<file path="config.mk">
export PLATFORM = sky130hd
export DESIGN_NAME = vga_box_ctrl
export DESIGN_NICKNAME = d
export VERILOG_FILES = /design/src/rtl/vga_box_pkg.sv /design/src/rtl/vga_raster_counter.sv /design/src/rtl/vga_box_ctrl.sv
export SDC_FILE = /design/constraint.sdc
export NUM_CORES = 1
export LEC_CHECK = 0
export ABC_CLOCK_PERIOD_IN_PS = 3800
export BUFFER_PORTS_ARGS = -buffer_cell sky130_fd_sc_hd__buf_2
export CAP_MARGIN = 20
export CORE_MARGIN = 2
export CORE_UTILIZATION = 40
export DETAILED_ROUTE_END_ITERATION = 12
export PLACE_DENSITY = 0.6
export SETUP_SLACK_MARGIN = 0.4
export SYNTH_ARGS = -nofsm -noshare
export SYNTH_HDL_FRONTEND = slang
export SYNTH_SLANG_ARGS = --single-unit
</file>
<file path="constraint.sdc">
create_clock -name clock -period 3.8 [get_ports clock]
set_input_delay 0.76 -clock clock [delete_from_list [all_inputs] [get_ports clock]]
set_output_delay 0.76 -clock clock [all_outputs]
set_load 0.01 [all_outputs]
</file>
<file path="src/rtl/vga_box_pkg.sv">
// vga_box_pkg: shared state encoding, default screen geometry and counter-width helpers
// for the vga_box_ctrl block. The optional clear-screen mode is enabled by VGA_BOX_CLEAR_EN.
package vga_box_pkg;

    // Controller states; CLEAR is only ever entered when VGA_BOX_CLEAR_EN is defined.
    typedef enum logic [2:0] {
        IDLE   = 3'd0,
        LOAD_X = 3'd1,
        WAIT_Y = 3'd2,
        LOAD_Y = 3'd3,
        DRAW   = 3'd4,
        CLEAR  = 3'd5,
        DONE   = 3'd6
    } state_t;

    localparam int unsigned DEF_SCREEN_W = 160;
    localparam int unsigned DEF_SCREEN_H = 120;

    // Counter widths needed to span the default visible area.
    localparam int unsigned DEF_CX_W = $clog2(DEF_SCREEN_W);
    localparam int unsigned DEF_CY_W = $clog2(DEF_SCREEN_H);

    function automatic int unsigned max_w(input int unsigned a, input int unsigned b);
        return (a > b) ? a : b;
    endfunction

endpackage

</file>
<file path="src/rtl/vga_raster_counter.sv">
// vga_raster_counter: 2D raster counter shared by box drawing and screen clearing.
// cx runs 0..x_last, then wraps and cy advances, up to y_last. Part of vga_box_ctrl
// (clear support selected by VGA_BOX_CLEAR_EN in the top).
module vga_raster_counter
    import vga_box_pkg::*;
#(
    parameter int unsigned CX_W = DEF_CX_W,
    parameter int unsigned CY_W = DEF_CY_W
) (
    input  logic            clock,
    input  logic            reset,
    input  logic            start,
    input  logic            en,
    input  logic [CX_W-1:0] x_last,
    input  logic [CY_W-1:0] y_last,
    output logic [CX_W-1:0] cx,
    output logic [CY_W-1:0] cy,
    output logic            last
);

    logic [CX_W-1:0] r_cx;
    logic [CY_W-1:0] r_cy;
    logic            w_x_wrap;
    logic            w_y_wrap;

    assign w_x_wrap = (r_cx == x_last);
    assign w_y_wrap = (r_cy == y_last);

    // Position register: start zeroes it, en steps it in raster order.
    always_ff @(posedge clock) begin
        if (reset || start) begin
            r_cx <= '0;
            r_cy <= '0;
        end else if (en) begin
            if (w_x_wrap) begin
                r_cx <= '0;
                r_cy <= w_y_wrap ? '0 : r_cy + CY_W'(1);
            end else begin
                r_cx <= r_cx + CX_W'(1);
            end
        end
    end

    assign cx   = r_cx;
    assign cy   = r_cy;
    assign last = w_x_wrap && w_y_wrap;

endmodule

</file>
<file path="src/rtl/vga_box_ctrl.sv">
// vga_box_ctrl: draws a clipped filled box of programmable size and colour, one pixel per
// clock, after a two-phase switch-bus load (X, then Y/colour/size). Defining
// VGA_BOX_CLEAR_EN adds a clear-screen mode started by the clear input.
module vga_box_ctrl
    import vga_box_pkg::*;
#(
    parameter int unsigned X_W          = 8,
    parameter int unsigned Y_W          = 7,
    parameter int unsigned COL_W        = 3,
    parameter int unsigned SIZE_W       = 4,
    parameter int unsigned SCREEN_W     = DEF_SCREEN_W,
    parameter int unsigned SCREEN_H     = DEF_SCREEN_H,
    parameter int unsigned CLEAR_COLOUR = 0
) (
    input  logic              clock,
    input  logic              reset,
    input  logic [X_W-1:0]    data_in,
    input  logic [COL_W-1:0]  colour_in,
    input  logic [SIZE_W-1:0] size_w,
    input  logic [SIZE_W-1:0] size_h,
    input  logic              load_x,
    input  logic              load_y,
    input  logic              clear,
    output logic [X_W-1:0]    vga_x,
    output logic [Y_W-1:0]    vga_y,
    output logic [COL_W-1:0]  vga_colour,
    output logic              plot,
    output logic              busy,
    output logic              done
);

    // Counters must reach both the largest box side and the last screen column/row.
    localparam int unsigned CX_W = max_w($clog2(SCREEN_W), SIZE_W);
    localparam int unsigned CY_W = max_w($clog2(SCREEN_H), SIZE_W);
    // One bit wider than either operand so box pixels past the edge never wrap.
    localparam int unsigned SX_W = max_w(X_W, CX_W) + 1;
    localparam int unsigned SY_W = max_w(Y_W, CY_W) + 1;

    state_t            r_state;
    state_t            w_state_next;
    logic [X_W-1:0]    r_x;
    logic [Y_W-1:0]    r_y;
    logic [COL_W-1:0]  r_col;
    logic [SIZE_W-1:0] r_w;
    logic [SIZE_W-1:0] r_h;

    logic              w_ld_x;
    logic              w_ld_y;
    logic              w_start;
    logic              w_en;
    logic [CX_W-1:0]   w_x_last;
    logic [CY_W-1:0]   w_y_last;
    logic [CX_W-1:0]   w_cx;
    logic [CY_W-1:0]   w_cy;
    logic              w_last;
    logic [SX_W-1:0]   w_sum_x;
    logic [SY_W-1:0]   w_sum_y;

`ifndef VGA_BOX_CLEAR_EN
    // Draw-only build: clear has no effect.
    logic w_unused_clear;
    assign w_unused_clear = clear;
`endif

    // State register.
    always_ff @(posedge clock) begin
        if (reset) begin
            r_state <= IDLE;
        end else begin
            r_state <= w_state_next;
        end
    end

    // Box parameter registers; also captured on the entry cycle so a one-cycle load works.
    always_ff @(posedge clock) begin
        if (reset) begin
            r_x   <= '0;
            r_y   <= '0;
            r_col <= '0;
            r_w   <= '0;
            r_h   <= '0;
        end else begin
            if (w_ld_x) begin
                r_x <= data_in;
            end
            if (w_ld_y) begin
                r_y   <= data_in[Y_W-1:0];
                r_col <= colour_in;
                r_w   <= size_w;
                r_h   <= size_h;
            end
        end
    end

    // Next-state and load/start strobes.
    always_comb begin
        w_state_next = r_state;
        w_ld_x       = 1'b0;
        w_ld_y       = 1'b0;
        w_start      = 1'b0;
        unique case (r_state)
            IDLE: begin
`ifdef VGA_BOX_CLEAR_EN
                if (clear) begin
                    w_state_next = CLEAR;
                    w_start      = 1'b1;
                end else
`endif
                if (load_x) begin
                    w_state_next = LOAD_X;
                    w_ld_x       = 1'b1;
                end
            end
            LOAD_X: begin
                if (load_x) begin
                    w_ld_x = 1'b1;
                end else begin
                    w_state_next = WAIT_Y;
                end
            end
            WAIT_Y: begin
                if (load_y) begin
                    w_state_next = LOAD_Y;
                    w_ld_y       = 1'b1;
                end
            end
            LOAD_Y: begin
                if (load_y) begin
                    w_ld_y = 1'b1;
                end else begin
                    w_state_next = DRAW;
                    w_start      = 1'b1;
                end
            end
            DRAW: begin
                if (w_last) begin
                    w_state_next = DONE;
                end
            end
`ifdef VGA_BOX_CLEAR_EN
            CLEAR: begin
                if (w_last) begin
                    w_state_next = DONE;
                end
            end
`endif
            DONE: begin
                w_state_next = IDLE;
            end
            default: begin
                w_state_next = IDLE;
            end
        endcase
    end

    assign w_en     = (r_state == DRAW) || (r_state == CLEAR);
    assign w_x_last = (r_state == CLEAR) ? CX_W'(SCREEN_W - 1) : CX_W'(r_w);
    assign w_y_last = (r_state == CLEAR) ? CY_W'(SCREEN_H - 1) : CY_W'(r_h);

    vga_raster_counter #(
        .CX_W (CX_W),
        .CY_W (CY_W)
    ) u_raster (
        .clock  (clock),
        .reset  (reset),
        .start  (w_start),
        .en     (w_en),
        .x_last (w_x_last),
        .y_last (w_y_last),
        .cx     (w_cx),
        .cy     (w_cy),
        .last   (w_last)
    );

    assign w_sum_x = SX_W'(r_x) + SX_W'(w_cx);
    assign w_sum_y = SY_W'(r_y) + SY_W'(w_cy);

    // Pixel port decode from registered state and counters.
    always_comb begin
        vga_x      = '0;
        vga_y      = '0;
        vga_colour = '0;
        plot       = 1'b0;
        if (r_state == DRAW) begin
            vga_x      = w_sum_x[X_W-1:0];
            vga_y      = w_sum_y[Y_W-1:0];
            vga_colour = r_col;
            plot       = (w_sum_x < SX_W'(SCREEN_W)) && (w_sum_y < SY_W'(SCREEN_H));
        end else if (r_state == CLEAR) begin
            vga_x      = X_W'(w_cx);
            vga_y      = Y_W'(w_cy);
            vga_colour = COL_W'(CLEAR_COLOUR);
            plot       = 1'b1;
        end
    end

    assign busy = (r_state != IDLE);
    assign done = (r_state == DONE);

endmodule
</file>
After elaboration in Yosys (flattened, before gate mapping)
Cells that the tools add are included.
{"block": "word_totals", "ram_bits": 0, "latchBits": 0, "romBits": 0, "output_inout_bits": 21, "in_bits": 24, "wordCells": 60, "regBits": 44, "memories": 0}
{"block": "classes", "n_shift": 0, "n_mux": 23, "multipliers": 0, "bitwise_logic": 0, "addsub": 4, "div": 0, "eq_ne": 13, "reduce_logical": 10, "order_cmp": 2}
{"operator": "$mux 8", "n": 4}
{"operator": "$mux 7", "n": 4}
{"operator": "$mux 3", "n": 6}
{"operator": "$pmux 3 s5", "n": 1}
{"operator": "$add 8x8->9", "n": 1}
{"operator": "$eq 3x3->1 const B", "n": 3}
{"operator": "$lt 9x8->1 const B", "n": 1}
{"operator": "$add 7x7->8", "n": 1}
{"operator": "$add 8x1->8 const B", "n": 1}
{"operator": "$eq 8x8->1", "n": 1}
{"operator": "$lt 8x7->1 const B", "n": 1}
{"operator": "$mux 1", "n": 8}
{"operator": "$ne 2x2->1 const B", "n": 4}
{"operator": "$add 7x1->7 const B", "n": 1}
{"operator": "$eq 7x7->1", "n": 1}
{"operator": "$eq 3x2->1 const B", "n": 2}
{"operator": "$reduce_and 5->1", "n": 1}
{"operator": "$reduce_or 2->1", "n": 2}
{"operator": "$eq 3x1->1 const B", "n": 1}
{"operator": "$logic_not 3->1", "n": 1}
{"operator": "$reduce_bool 3->1", "n": 1}
{"operator": "$logic_and 1x1->1", "n": 2}
{"operator": "$logic_or 1x1->1", "n": 2}
{"operator": "$ne 2x1->1 const B", "n": 1}
{"operator": "$reduce_and 2->1", "n": 1}

Longest topological paths before layout
Gate-level depths: netlist of the first run.
{"block": "depth", "depth_word": 6, "depth_mapped": 11, "mapped_depth_nobuf": 9}

Cells and area by module
A second synthesis of the first run with hierarchy kept.
{"block": "unflattened", "cells_unflattened": 354, "area_unflattened_um2": 2829.0}
{"module": "vga_box_ctrl", "area_each_um2": 1941.9, "cells_each": 255, "instances": 1}
{"module": "vga_raster_counter", "area_each_um2": 887.1, "cells_each": 99, "instances": 1}

Least setup slack after synthesis of the first run
OpenSTA, ideal clock, no wires.
{"block": "synth_path", "path_type": "reg2out", "start": "reg r_y[0]", "end": "out plot", "slack_ps": 896, "path_stages_with_launch": 9, "arrival_ps": 2144, "required_time_ps": 3040, "path_cell_list": "dfxtp_1 > ha_1 > fa_1 > a21o_1 > a21oi_1 > xor2_1 > or3_1 > or3_1 > o311a_1"}
{"block": "synth_between", "elab_chain_len": 4}
{"item": "start: declaration", "line": "vga_box_ctrl.sv:42", "rtl": "logic [Y_W-1:0] r_y;"}
{"item": "start signal: assignment", "line": "vga_box_ctrl.sv:87", "rtl": "r_y <= data_in[Y_W-1:0];"}
{"item": "$add 7x7->8", "line": "vga_box_ctrl.sv:176", "rtl": "assign w_sum_y = SY_W'(r_y) + SY_W'(w_cy);"}
{"item": "$lt 8x7->1", "line": "vga_box_ctrl.sv:188", "rtl": "plot = (w_sum_x < SX_W'(SCREEN_W)) && (w_sum_y < SY_W'(SCREEN_H));"}
{"item": "$logic_and 1x1->1", "line": "vga_box_ctrl.sv:188"}
{"item": "$mux 1", "line": "vga_box_ctrl.sv:184", "rtl": "if (r_state == DRAW) begin"}
{"item": "end: declaration", "line": "vga_box_ctrl.sv:27", "rtl": "output logic plot,"}
No other way between the ends.

Worst setup path after layout of the first run
{"block": "layout_path", "start": "reg u_raster.r_cy[0], in the netlist u_raster.cy[0]", "end": "out plot"}
{"block": "layout_between", "elab_chain_len": 4}
{"item": "start: declaration", "line": "vga_raster_counter.sv:22", "rtl": "logic [CY_W-1:0] r_cy;"}
{"item": "start signal: assignment", "line": "vga_raster_counter.sv:37", "rtl": "r_cy <= w_y_wrap ? '0 : r_cy + CY_W'(1);"}
{"item": "$add 7x7->8", "line": "vga_box_ctrl.sv:176"}
{"item": "$lt 8x7->1", "line": "vga_box_ctrl.sv:188"}
{"item": "$logic_and 1x1->1", "line": "vga_box_ctrl.sv:188"}
{"item": "$mux 1", "line": "vga_box_ctrl.sv:184"}
No other way between the ends.

==> impl_results.md, run 1 <==
* Sw frac at 0.240
* Tightest Hold Check Type: flip-flop to flip-flop
* Final WL at ~7000 um
* Setup Slack @ Placement at approximately 0.55 ns
* Combinational power share at 0.102
* Initial core utilization at 0.414
* Int Pwr at roughly 740 uW
* Core area at between 0.006 and 0.007 mm2
* Slowest-stage cell, CP: fa_2
* PD cells at about 290 mW/mm2
* Final Non-Filler Cells at 504
* RSZ-0062 raised after global routing: yes
* Data required time of the critical path at 3.04 ns
* Sw Pwr at between 200 and 250 uW
* Die Ht at between 80 and 90 um
* Clock Pin Slew Worst Setup and Hold Paths at around 0.09 ns
* Antenna Cells at 0
* Antenna violations before repair at 0
* Overall routing resource usage at 0.197
* Vias per cell at around 5.3
* Utilization after layout at 0.486
* Layout cell share with drive strength beyond 1 at 0.208
* CP Data Arrival Time at about 2.6 ns
* #FFs+latches synth at 44
* Die Width at 88.1 um
* Final instance area at about 0.0033 mm2
* Vias at between 2k and 3k
* Final Wtd Congestion at between 0.8 and 0.9
* Status: completed
* Fmax at roughly 300 MHz
* FF-to-FF path depth at 9
* Top Ports at 45
* Worst-path fanout max at 3
* CP Cell Sequence: ha_4 > fa_2 > a21o_1 > a21oi_2 > xor2_1 > or3_1 > or3_1 > o311a_1 > buf_2
* Clock sink count at 44
* Avg WL per Cell at 14.2 um
* R2R Path Start: r_state[1]$_SDFFE_PP0P_
* Dpl cells at just under 500
* Crit path time final at 3.36 ns
* Syn Nets at 418
* Fillers at 709
* Commonest non-fill, non-tap cell in the layout: nand2_1
* Instance area at placement at approximately 0.0031 mm2
* Kind of critical path: flip-flop to output pin
* H-tree depth at 2
* Post-route setup slack at 0.439 ns
* Crit path launch: u_raster.cy[0]$_SDFFE_PP0P_
* VDD IR max at roughly 0.15 mV
* Antenna viol nets, final at 0
* Vias in the first global route at between 2k and 2.5k
* Hold Path Stages at 2
* Nets@finish at between 400 and 500
* Worst slew margin at 0.438
* Clock Tree Buf Depth at 2
* Num CTS Buffers at 5
* Worst-Margin Slew at 0.841 ns
* TritonCTS clock tree: done
* Worst Clk Skew at 0.00361 ns
* Clock power frac at 0.406
* Syn-to-layout area delta at 17.3%
* Synth Flop Type: dfxtp_1
* Syn. warnings at 0
* Min-delay src: r_col[0]$_SDFFE_PP0P_
* Clock latency on the worst-skew pair at roughly 0.30 ns
* Leak pwr at 1.44 nW
* Full die area at 0.00777 mm2
* Final Hold Viols at 0
* Fin Setup TNS at 0 ns
* Root Driver: clkbuf_8
* Synth Instances at 370
* Asr flop ratio synth at 0
* Hold buffers post-CTS at 0
* Cell mode on critical path: or3_1
* Critical Path Start Type: flip-flop
* Total iterations of the first detailed-routing run at 4
* Buffers on Ports at 43
* First DRT Iteration DRCs at around 150
* Worst path max stage delay at roughly 0.39 ns
* Sequential fraction of the synthesis area at 0.311
* Yosys cell types at a little over 50
* Post-route DRC at 0
* Fin crit share at 0.885
* Post-DP HPWL at ~5200 um
* First-pass GRT wire length at approximately 12,000 um
* Mapped Area at 0.00283 mm2
* Grt ovf at 0
* Max Cap Violations at 0
* Crit end category: output pin
* Final Max Tran Viols at 0
* Avg Cell Area, Syn at about 7.7 um2
* Setup violators final at 0
* FP Rows at 30
* Most frequent cells in the layout: nand2_1, a21oi_1, buf_2, dfxtp_1, nor2_1
* Largest net degree at the start of global routing at 31
* Post-synth EDFFs at 0
* Sequential share of power at 0.492
[area by class of cell]
type / count / area [um2] / share of cell area
Sequential cell: 44 / 895 / 0.269
Multi-Input combinational cell: 296 / 1880 / 0.565
Clock inverter: 1 / 30.0 / 0.00904
Timing Repair Buffer: 50 / 268 / 0.0806
Inverter: 10 / 37.5 / 0.0113
Tap cell: 96 / 120 / 0.0362
Clock buffer: 7 / 96.3 / 0.0290
[metrics by stage]
| stage | total power [mW] | hold WS [ns] |
|---|---|---|
| 2_1_floorplan | 0.558 | 0.432 |
| 3_5_place_dp | 0.590 | 0.448 |
| 5_1_grt | 1.03 | 0.480 |
| 3_3_place_gp | 0.589 | 0.438 |
| 6_report | 0.978 | 0.457 |
| 4_1_cts | 0.986 | 0.460 |
[state kept, by name, indices dropped and copies added, names as in the netlist]
name	flops
r_h	4
r_x	8
r_state	3
r_y	7
u_raster.cx	8
r_col	3
r_w	4
u_raster.cy	7
[worst max-delay path, delay by kind of cell (launching register included)]
kind | cells | cell delay [ns]
flops | 1 | 0.36
buf+inv | 1 | 0.14
fa+ha+maj | 2 | 0.56
xor+xnor | 1 | 0.08
compound gates | 3 | 0.46
simple gates | 2 | 0.70
[power groups by stage]
stage          clock network, mW  logic, mW  registers, mW
3_3_place_gp                   0     0.0954          0.493
4_1_cts                    0.406     0.0992          0.481
3_5_place_dp                   0     0.0966          0.494
2_1_floorplan                  0     0.0684          0.490
5_1_grt                    0.429      0.114          0.483
6_report                   0.397     0.0997          0.481
[synth_stat cells, types with 2 or more instances]
cell type	instances	share of area
a211o_1	2	0.0062
a211oi_1	4	0.011
a21o_1	4	0.011
a21oi_1	53	0.094
a31oi_1	2	0.0044
and2_1	3	0.0066
and3_1	6	0.013
buf_1	2	0.0027
buf_2	3	0.0053
clkbuf_1	13	0.017
dfxtp_1	44	0.31
fa_1	2	0.014
ha_1	22	0.097
inv_1	9	0.012
mux2i_1	4	0.014
nand2_1	72	0.095
nand2b_1	6	0.013
nand3_1	13	0.023
nand3_2	2	0.0071
nand3b_1	2	0.0053
nand4_1	3	0.0066
nor2_1	25	0.033
nor2b_1	4	0.0088
nor3_1	2	0.0035
o21ai_0	15	0.027
o21bai_1	3	0.0080
or2_2	2	0.0044
or3_1	8	0.018
xnor2_1	5	0.015
xor2_1	14	0.043
[routing by layer]
layer	wire length, um	vias to the layer above	share of wire	GRT usage
met3	528	9	0.074	0.0368
met4	93	0	0.013	0.0565
li1	-	1368	-	-
met1	3440	1202	0.48	0.279
met2	3100	71	0.43	0.306
met5	0	-	0	0
[logic make-up (layout without fill, tap and decap cells)]
| kind of cell | Yosys count | in the layout | share of synthesized area |
|---|---|---|---|
| simple gates | 156 | 156 | 0.266 |
| mux | 4 | 4 | 0.0141 |
| xor+xnor | 19 | 19 | 0.0588 |
| buf+inv | 30 | 68 | 0.0451 |
| compound gates | 93 | 93 | 0.194 |
| flops | 44 | 44 | 0.311 |
| fa+ha+maj | 24 | 24 | 0.111 |
[what timing repair did]
item | in CTS | in global routing
setup endpoints to repair | 2 | 2
hold endpoints to repair | 0 | 0
pin swaps | 0 | 6
resized for setup | 11 | 11
setup buffers | 2 | 1
[path summary, 6_finish.rpt]
check / to / slack [ns]
setup reg to reg: u_raster.cy[5]$_SDFFE_PP0P_ / 0.81
setup / recovery: plot / 0.44
hold reg to reg: r_col[0]$_SDFFE_PP0P_ / 0.46
hold / removal: r_col[0]$_SDFFE_PP0P_ / 0.46
Power figures use the tool's default switching activity.
==> inputs of run 2 (changes only) <==
--- a/config.mk
+++ b/config.mk
@@ -8,10 +8,12 @@
 export ABC_CLOCK_PERIOD_IN_PS = 3800
 export BUFFER_PORTS_ARGS = -buffer_cell sky130_fd_sc_hd__buf_2
 export CAP_MARGIN = 20
+export CELL_PAD_IN_SITES_DETAIL_PLACEMENT = 0
+export CELL_PAD_IN_SITES_GLOBAL_PLACEMENT = 1
 export CORE_MARGIN = 2
 export CORE_UTILIZATION = 40
 export DETAILED_ROUTE_END_ITERATION = 12
-export PLACE_DENSITY = 0.6
+export PLACE_DENSITY = 0.77
 export SETUP_SLACK_MARGIN = 0.4
 export SYNTH_ARGS = -nofsm -noshare
 export SYNTH_HDL_FRONTEND = slang
==> run 2 against run 1 <==
- hold slack got worse by 0.00094 ns
- combinational power barely moved
- global-route usage rose by 0.30 points
- die area did not move
- critical endpoint unchanged
- sequential cell count did not move
- wire length rose by 1.3%
- setup slack got worse by 0.052 ns
- first-iteration DRC count rose by 15%
==> impl_results.md, run 2 (synthesized netlist as in run 1, its figures left out) <==
* Clock Pin Slew Worst Setup and Hold Paths at 0.09 ns (about the same)
* Fin Setup TNS at 0 ns (unchanged)
* Root Driver: clkbuf_8 (unchanged)
* Clock power frac at 0.408 (was 0.406)
* Fillers at 712 (was 709)
* Die Ht at 88.1 um (unchanged)
* First-pass GRT wire length at 12,100 um (was 11,800 um)
* Hold slack final at 0.456 ns (was 0.457 ns)
* Vias per cell at 5.19 (was 5.26)
* CP Cell Sequence: ha_4 > fa_2 > a21o_1 > a21oi_2 > xor2_1 > or3_1 > or3_1 > o311a_1 > buf_2 (unchanged)
* Worst path max stage delay at 0.40 ns (was 0.39 ns)
* RSZ-0062 raised after global routing: yes (unchanged)
* Final instance area at 0.00334 mm2 (was 0.00332 mm2)
* Nets@finish at 458 (was 455)
* CP Data Arrival Time at 2.65 ns (was 2.60 ns)
* Grt ovf at 0 (unchanged)
* Sequential share of power at 0.488 (was 0.492)
* Vias at 2,631 (was 2,650)
* Final WL at 7250 um (was 7160 um)
* Leak pwr at 1.45 nW (was 1.44 nW)
* Critical Path Start Type: flip-flop (unchanged)
* Clock sink count at 44 (unchanged)
* Largest net degree at the start of global routing at 31 (unchanged)
* Syn-to-layout area delta at 17.9% (was 17.3%)
* Fin crit share at 0.898 (was 0.885)
* Clock latency on the worst-skew pair at 0.30 ns (about the same)
* Avg WL per Cell at 14.3 um (was 14.2 um)
* FP Rows at 30 (unchanged)
* Commonest non-fill, non-tap cell in the layout: nand2_1 (unchanged)
* Post-DP HPWL at 5360 um (was 5240 um)
* Die Width at 88.1 um (unchanged)
* PD cells at 295 mW/mm2 (was 294 mW/mm2)
* Sw Pwr at 241 uW (was 235 uW)
* Antenna Cells at 0 (unchanged)
* Max Cap Violations at 0 (unchanged)
* Sw frac at 0.245 (was 0.240)
* H-tree depth at 2 (unchanged)
* First DRT Iteration DRCs at 172 (was 149)
* Final Max Tran Viols at 0 (unchanged)
* VDD IR max at 0.173 mV (was 0.150 mV)
* Initial core utilization at 0.414 (unchanged)
* Layout cell share with drive strength beyond 1 at 0.209 (was 0.208)
* Combinational power share at 0.103 (was 0.102)
* Family with the most delay on the worst path: simple AND/OR/NAND/NOR gates (unchanged)
* Kind of critical path: flip-flop to output pin (unchanged)
* TritonCTS clock tree: done (unchanged)
* Instance area at placement at 0.00312 mm2 (was 0.00311 mm2)
* Area of the multi-input gates at 0.00187 mm2 (was 0.00188 mm2)
* Buffers on Ports at 43 (unchanged)
* Status: completed (unchanged)
* CP bufs+invs at 1 (unchanged)
* Worst Clk Skew at 0.00806 ns (was 0.00361 ns)
* Most frequent cells in the layout: nand2_1, a21oi_1, buf_2, dfxtp_1, nor2_1 (unchanged)
* Data required time of the critical path at 3.04 ns (about the same)
* Vias in the first global route at 2,464 (was 2,446)
* Clock Tree Buf Depth at 2 (unchanged)
* Hold buffers post-CTS at 0 (unchanged)
* Antenna viol nets, final at 0 (unchanged)
* Final Wtd Congestion at 0.808 (was 0.856)
* Num CTS Buffers at 5 (unchanged)
* Overall routing resource usage at 0.200 (was 0.197)
* Crit path time final at 3.41 ns (was 3.36 ns)
* Int Pwr at 744 uW (was 743 uW)
* Worst slew margin at 0.480 (was 0.438)
* Setup violators final at 0 (unchanged)
* Register Area at 893 um2 (was 895 um2)
* Core area at 0.00683 mm2 (unchanged)
* Slowest-stage cell, CP: fa_2 (unchanged)
* Fmax at 293 MHz (was 297 MHz)
* Dpl cells at 495 (was 493)
* Top Ports at 45 (unchanged)
* Final Non-Filler Cells at 507 (was 504)
* Total iterations of the first detailed-routing run at 4 (unchanged)
* Tightest Hold Check Type: flip-flop to flip-flop (unchanged)
* Full die area at 0.00777 mm2 (unchanged)
* Post-route DRC at 0 (unchanged)
* Worst-Margin Slew at 0.778 ns (was 0.841 ns)
* Antenna violations before repair at 0 (unchanged)
* Worst-path fanout max at 3 (unchanged)
* Cell mode on critical path: or3_1 (unchanged)
* Final Hold Viols at 0 (unchanged)
* Crit end category: output pin (unchanged)
==> run 2: what timing repair did <==
| action | CTS | global route |
|---|---|---|
| buffers inserted | 2 | 2 |
| endpoints found under the setup margin | 2 | 2 |
| pin swaps | 0 | 6 |
| endpoints found under the hold margin | 0 | 0 |
| gates resized for setup | 12 | 8 |
==> run 2: layout make-up <==
class	count	share of cell area
Multi-Input combinational cell	296	0.561
Sequential cell	44	0.268
Timing Repair Buffer	53	0.0869
Tap cell	96	0.0360
Clock buffer	7	0.0288
Inverter	10	0.0112
Clock inverter	1	0.00899
==> run 2: layer usage <==
metal,global-route usage,share of wire,vias up
met2,0.311,0.44,52
met3,0.0311,0.038,10
li1,-,-,1368
met5,0,0,-
met4,0.0634,0.015,0
met1,0.284,0.51,1201
==> run 2: path summary, 6_finish.rpt <==
check | start | endpoint | slack [ns] | cells after the start
worst min-delay path | r_col[2]$_SDFFE_PP0P_ | r_col[2]$_SDFFE_PP0P_ | 0.46 | 2
worst max register to register | r_state[1]$_SDFFE_PP0P_ | u_raster.cy[0]$_SDFFE_PP0P_ | 0.65 | 9
worst max-delay path | u_raster.cy[0]$_SDFFE_PP0P_ | plot | 0.39 | 9
worst min register to register | r_col[2]$_SDFFE_PP0P_ | r_col[2]$_SDFFE_PP0P_ | 0.46 | 2
==> run 2: stage by stage <==
step | total power [mW] | util | setup slack, ns
4_1_cts | 0.992 | 0.483 | 0.400
3_5_place_dp | 0.592 | 0.457 | 0.519
5_1_grt | 1.02 | 0.489 | 0.320
3_3_place_gp | 0.590 | 0.457 | 0.536
6_report | 0.985 | 0.489 | 0.386
2_1_floorplan | 0.558 | - | 0.896
==> run 2: power groups by stage <==
stage / combinational (mW) / sequential (mW) / clock [mW]
finish: 0.102 / 0.481 / 0.402
detailed placement: 0.0984 / 0.493 / 0
global route: 0.115 / 0.483 / 0.426
CTS: 0.101 / 0.481 / 0.411
global placement: 0.0971 / 0.493 / 0
floorplan: 0.0684 / 0.490 / 0
==> run 2: worst min-delay path: cells and delay by family, from the launching register on <==
family	cells	cell delay, ns
compound gates	1	0.05
simple gates	1	0.05
flops	1	0.32
